### config.mk
export PLATFORM = sky130hd
export DESIGN_NAME = button_press_classifier
export DESIGN_NICKNAME = d
export VERILOG_FILES = /design/src/rtl/btn_pkg.sv /design/src/rtl/btn_channel.sv /design/src/rtl/button_press_classifier.sv
export SDC_FILE = /design/constraint.sdc
export NUM_CORES = 1
export LEC_CHECK = 0
export ABC_AREA = 1
export CAP_MARGIN = 30
export CORE_MARGIN = 2
export CORE_UTILIZATION = 25
export CTS_CLUSTER_DIAMETER = 150
export DETAILED_ROUTE_END_ITERATION = 6
export HOLD_SLACK_MARGIN = 0.06
export MAX_ROUTING_LAYER = met4
export SLEW_MARGIN = 20
export SYNTH_ARGS = -nofsm -noshare
export SYNTH_HDL_FRONTEND = slang
export SYNTH_SLANG_ARGS = --single-unit
### constraint.sdc
create_clock -name clock -period 2.2 [get_ports clock]
set_clock_uncertainty 0.15 [all_clocks]
set_input_delay 0.44 -clock clock [delete_from_list [all_inputs] [get_ports clock]]
set_output_delay 0.44 -clock clock [all_outputs]
set_load 0.05 [all_outputs]
### src/rtl/btn_pkg.sv
// -----------------------------------------------------------------------------
// btn_pkg
//   Shared definitions for the push-button front end: the per-channel FSM state
//   codes and the default debounce / long-press timing constants (50 MHz clock).
//   No ports.
// -----------------------------------------------------------------------------
package btn_pkg;

  // Per-channel classifier states (3-bit code).
  localparam logic [2:0] ST_IDLE      = 3'd0;
  localparam logic [2:0] ST_DEB_PRESS = 3'd1;
  localparam logic [2:0] ST_HELD      = 3'd2;
  localparam logic [2:0] ST_LONG_DONE = 3'd3;
  localparam logic [2:0] ST_DEB_REL   = 3'd4;

  // 10 ms debounce and 1 s long-press threshold at 50 MHz.
  localparam int DEB_CYCLES  = 500000;
  localparam int LONG_CYCLES = 50000000;
  localparam int CNT_W       = 26;

endpackage

### src/rtl/btn_channel.sv
// -----------------------------------------------------------------------------
// btn_channel
//   One push-button channel: two-flop synchroniser, debounce of press and
//   release, and short / long press classification.
// Ports
//   clock  in   system clock, all logic on posedge
//   reset  in   synchronous, active-high
//   b_raw  in   raw asynchronous button level, 1 = pressed
//   lung   out  one-cycle pulse when the debounced hold reaches LONG_CYCLES
//   scurt  out  one-cycle pulse when a press released before becoming long
//               finishes its release debounce
// -----------------------------------------------------------------------------
module btn_channel
  import btn_pkg::*;
#(
  parameter int DEB_CYCLES  = btn_pkg::DEB_CYCLES,
  parameter int LONG_CYCLES = btn_pkg::LONG_CYCLES,
  parameter int CNT_W       = btn_pkg::CNT_W
) (
  input  logic clock,
  input  logic reset,
  input  logic b_raw,
  output logic lung,
  output logic scurt
);

  localparam logic [CNT_W-1:0] DEB_LAST  = CNT_W'(DEB_CYCLES - 1);
  localparam logic [CNT_W-1:0] LONG_LAST = CNT_W'(LONG_CYCLES - 1);
  localparam logic [CNT_W-1:0] CNT_ONE   = CNT_W'(1);

  logic             sync_1;
  logic             b_s;
  logic [2:0]       state;
  logic [2:0]       state_next;
  logic [CNT_W-1:0] deb_cnt;
  logic [CNT_W-1:0] deb_next;
  logic [CNT_W-1:0] hold_cnt;
  logic [CNT_W-1:0] hold_next;
  logic             is_short;
  logic             short_next;
  logic             lung_next;
  logic             scurt_next;

  // State register: synchroniser, FSM state, counters, flag and the
  // registered output pulses.
  // NOTE: every flop here is written with <= so all of them sample the values
  // from before the edge; blocking = would let b_s see this cycle's sync_1.
  always_ff @(posedge clock) begin
    if (reset) begin
      sync_1   <= 1'b0;
      b_s      <= 1'b0;
      state    <= ST_IDLE;
      deb_cnt  <= '0;
      hold_cnt <= '0;
      is_short <= 1'b0;
      lung     <= 1'b0;
      scurt    <= 1'b0;
    end else begin
      sync_1   <= b_raw;
      b_s      <= sync_1;
      state    <= state_next;
      deb_cnt  <= deb_next;
      hold_cnt <= hold_next;
      is_short <= short_next;
      lung     <= lung_next;
      scurt    <= scurt_next;
    end
  end

  // Next-state logic. Counters hold at their terminal value rather than
  // wrapping; hold_cnt is left untouched while a release is being debounced so
  // a bounce resumes the hold where it stopped.
  always_comb begin
    // NOTE: defaults first so every path assigns every signal and no latch is
    // inferred for the branches that leave a value unchanged.
    state_next = state;
    deb_next   = deb_cnt;
    hold_next  = hold_cnt;
    short_next = is_short;
    case (state)
      ST_IDLE: begin
        if (b_s) begin
          state_next = ST_DEB_PRESS;
          deb_next   = '0;
        end
      end
      ST_DEB_PRESS: begin
        if (!b_s) begin
          state_next = ST_IDLE;
        end else if (deb_cnt == DEB_LAST) begin
          state_next = ST_HELD;
          hold_next  = '0;
          short_next = 1'b1;
        end else begin
          deb_next = deb_cnt + CNT_ONE;
        end
      end
      ST_HELD: begin
        if (!b_s) begin
          state_next = ST_DEB_REL;
          deb_next   = '0;
        end else if (hold_cnt == LONG_LAST) begin
          state_next = ST_LONG_DONE;
          short_next = 1'b0;
        end else begin
          hold_next = hold_cnt + CNT_ONE;
        end
      end
      ST_LONG_DONE: begin
        if (!b_s) begin
          state_next = ST_DEB_REL;
          deb_next   = '0;
        end
      end
      ST_DEB_REL: begin
        if (b_s) begin
          state_next = is_short ? ST_HELD : ST_LONG_DONE;
        end else if (deb_cnt == DEB_LAST) begin
          state_next = ST_IDLE;
        end else begin
          deb_next = deb_cnt + CNT_ONE;
        end
      end
      default: begin
        state_next = ST_IDLE;
      end
    endcase
  end

  // Output decode: the pulses are computed here and registered above, so they
  // appear in the cycle after the triggering transition.
  always_comb begin
    lung_next  = 1'b0;
    scurt_next = 1'b0;
    case (state)
      ST_HELD:    lung_next  = b_s && (hold_cnt == LONG_LAST);
      ST_DEB_REL: scurt_next = !b_s && (deb_cnt == DEB_LAST) && is_short;
      default: ;
    endcase
  end

endmodule

### src/rtl/button_press_classifier.sv
// -----------------------------------------------------------------------------
// button_press_classifier
//   Front end for the three clock/alarm push-buttons. Each button gets its own
//   independent btn_channel; outputs from different channels may pulse in the
//   same cycle and no priority is applied here.
// Ports
//   clock             in   system clock, all logic on posedge
//   reset             in   synchronous, active-high
//   b1..b3            in   raw asynchronous button levels, 1 = pressed
//   lung_1..lung_3    out  one-cycle pulse: long press detected on button N
//   scurt_1..scurt_3  out  one-cycle pulse: short press completed on button N
// -----------------------------------------------------------------------------
module button_press_classifier
  import btn_pkg::*;
#(
  parameter int DEB_CYCLES  = btn_pkg::DEB_CYCLES,
  parameter int LONG_CYCLES = btn_pkg::LONG_CYCLES,
  parameter int CNT_W       = btn_pkg::CNT_W
) (
  input  logic clock,
  input  logic reset,
  input  logic b1,
  input  logic b2,
  input  logic b3,
  output logic lung_1,
  output logic lung_2,
  output logic lung_3,
  output logic scurt_1,
  output logic scurt_2,
  output logic scurt_3
);

  btn_channel #(
    .DEB_CYCLES (DEB_CYCLES),
    .LONG_CYCLES(LONG_CYCLES),
    .CNT_W      (CNT_W)
  ) u_ch1 (
    .clock(clock),
    .reset(reset),
    .b_raw(b1),
    .lung (lung_1),
    .scurt(scurt_1)
  );

  btn_channel #(
    .DEB_CYCLES (DEB_CYCLES),
    .LONG_CYCLES(LONG_CYCLES),
    .CNT_W      (CNT_W)
  ) u_ch2 (
    .clock(clock),
    .reset(reset),
    .b_raw(b2),
    .lung (lung_2),
    .scurt(scurt_2)
  );

  btn_channel #(
    .DEB_CYCLES (DEB_CYCLES),
    .LONG_CYCLES(LONG_CYCLES),
    .CNT_W      (CNT_W)
  ) u_ch3 (
    .clock(clock),
    .reset(reset),
    .b_raw(b3),
    .lung (lung_3),
    .scurt(scurt_3)
  );

endmodule
==> impl_metrics.tcl <==
set metrics [dict create \
    port_buffers 10 \
    nets 2067 \
    fin_setup_tns_ps 0 \
    rr_startpoint "u_ch2.hold_cnt[0]" \
    antenna_cells 0 \
    grt_overflow 0 \
    worstSetupStartpointType "flip-flop" \
    antenna_found_initial 0 \
    synth-edff-count 0 \
    r2r_slack_ps 170 \
    grt_pass1_wl_um 54550 \
    p_leak_nw 4.907 \
    first_iter_violations 900 \
    synthTopCellsByCount "nand2_1 (593), nor2_1 (366), inv_1 (228), dfxtp_1 (180), nand3_1 (153)" \
    drive_above_1_share 0.08748 \
    worst_pin_slew_ps 511.7 \
    synthToLayoutAreaGrowth_pct 13.10 \
    dpl_cell_area_mm2 0.01294 \
    worstRegToRegCells 9 \
    synth.most_common_cell "nand2_1" \
    fp.dieW_um 223.4 \
    htreeDepth 4 \
    fillerInstances 5267 \
    fin_crit_ps 2143 \
    num_io_pins 11 \
    p_per_area_mw_per_mm2 791.5 \
    route.detailed.drc 0 \
    fin_crit_sh 0.9742 \
    syn_area_mm2 0.01203 \
    hp-start "reset" \
    hold_viol 0 \
    cp.required_ps 1610 \
    endpoint_kind "primary output" \
    initial_core_util 0.2525 \
    cts.clk_slew.worst_paths_ps 70 \
    criticalPathCategory "flip-flop to primary output" \
    grt_pass1_vias 11610 \
    relSlewSlack 0.6576 \
    postSynthCellCount 2031 \
    vias 12470 \
    first_pass_iters 6 \
    cts-buffers-inserted 17 \
    ir_worst_vdd_uv 455.8 \
    synthArstFlopShare 0 \
    grt_start_max_net_pins 56 \
    worstSkewPairLatency_ps 460 \
    dieArea_mm2 0.04989 \
    via_per_inst 4.648 \
    yosys-top-cells-area "dfxtp_1 (30%), nand2_1 (19%), nor2_1 (11%)" \
    ys_seq_elements 180 \
    critPathTopFamily "buffers and inverters" \
    cts_tree "built" \
    drv_cap 0 \
    wl_per_cell_um 11.75 \
    path_buf_inv 1 \
    max_freq_ghz 0.4666 \
    core-area_mm2 0.04765 \
    min_to "u_ch3.hold_cnt[0]" \
    fp.dieH_um 223.4 \
    r2r_end "u_ch2.hold_cnt[20]" \
    arrival_ps 1550 \
    rsz0062_at_grt "false" \
    place.gp.congestion 0.9175 \
    setup_violations 0 \
    cp_max_fo 1 \
    clock_sinks 180 \
    drt-total-wl_um 31530 \
    synth_top_area_frac 0.2996 \
    final_area_mm2 0.01360 \
    yosysSeqAreaShare 0.2996 \
    rows 80 \
    yosysUniqueCellTypes 48 \
    clockBufferDepth 2 \
    path_cells "clkdlybuf4s50_1" \
    syn_area_per_cell_um2 5.923 \
    whs_path_depth 4 \
    root_buffer "clkbuf_16" \
    critPathSlowestCell "clkdlybuf4s50_1" \
    synth_flop_cell "dfxtp_1" \
    status "finished clean" \
    yosys.area.top_type "dfxtp_1" \
    drv_slew 0 \
    hold_path.class "input port to flip-flop" \
    dp_hpwl_um 23000 \
    critPathMaxStageDelay_ps 790 \
    route.antenna.remaining_nets 0 \
    yosys_warnings 0 \
    synth_nets 2042 \
    groute.usage.overall 0.1328 \
]
[logic make-up (layout without fill, tap and decap cells)]
group                      count (synthesis)  in the layout  synth area share
DFF                                      180            180            0.2996
AOI/OAI and AO/OA                        197            197           0.08685
and+or+nand+nor                         1297           1297            0.4682
xor gates and xnor gates                  44             44           0.03204
buffers and inverters                    307            345            0.1071
adders and majority gates                  6              6          0.006241
[per-layer routing]
layer,vias up,wire (µm),part of all wire,track usage
li1,6482,-,-,-
met1,5690,15510,0.49,0.1755
met5,-,0,0,-
met3,28,1435,0.046,0.02134
met2,274,14160,0.45,0.2101
met4,0,416,0.013,0.03634
[metrics by stage]
step	util	worst slack (ps)	hold slack, ps	cells	total power (W)
after floorplan	-	424.1	238.3	2031	0.006822
after global placement	0.2716	116.3	244.5	2652	0.007445
after detailed placement	0.2716	100.1	245.9	2652	0.007502
after CTS	0.2847	4.638	228.1	2684	0.01087
after global routing	0.2855	4.274	245.9	2684	0.01152
final	0.2855	56.68	240.6	2684	0.01077
[where the power goes]
part           internal [W]  total (W)  switching (W)
Combinational       0.00102    0.00383        0.00281
Clock               0.00191    0.00332        0.00141
Sequential          0.00343    0.00362       0.000187
[area by class of cell]
cell class	count	area (µm²)	share of cell area
Inverter	255	959.7	0.07054
Multi-Input combinational cell	1544	7168	0.5269
Clock buffer	21	480.5	0.03532
Tap cell	615	769.5	0.05656
Sequential cell	180	3603	0.2649
Clock inverter	11	147.6	0.01085
Timing Repair Buffer	58	475.5	0.03495
[worst max-delay path by stage]
stage	startpoint	endpoint	slack, ps	cells after the start
final	u_ch3.lung	lung_3	60	1
after CTS	u_ch3.scurt	scurt_3	5	1
after global placement	u_ch1.hold_cnt[1]	u_ch1.hold_cnt[22]	120	12
after global routing	u_ch3.deb_cnt[1]	u_ch3.hold_cnt[23]	4	12
after floorplan	u_ch1.deb_cnt[0]	u_ch1.deb_cnt[13]	420	11
after detailed placement	u_ch1.hold_cnt[1]	u_ch1.hold_cnt[22]	100	12
[placed cells by master (no fill, tap or decap), drive strengths merged, types with 2 or more instances in the layout]
cell type	n
clkdlybuf4s50	4
nor4	6
clkbuf	21
buf	49
a31oi	3
ha	6
inv	255
nand3b	9
or2	3
dlymetal6s2s	3
clkinv	7
xor2	36
nand4	66
o21bai	6
a21oi	118
dlygate4sd2	2
nand3	164
nor2	387
o21ai	64
nand2	620
nor3	39
dfxtp	180
bufinv	3
xnor2	8
[repair_timing]
item,CTS,global route
hold buffers,0,0
resized for setup,2,11
endpoints found under the setup margin,2,26
buffers inserted,0,0
[flip-flops by register name, summed over array words and instances (netlist names), 3 cells and up]
register	flops
u_ch2.deb_cnt	26
u_ch1.deb_cnt	26
u_ch2.hold_cnt	26
u_ch3.deb_cnt	26
u_ch3.state	3
u_ch1.hold_cnt	26
u_ch1.state	3
u_ch3.hold_cnt	26
u_ch2.state	3
Note: power is estimated with default switching activity, not from simulation.
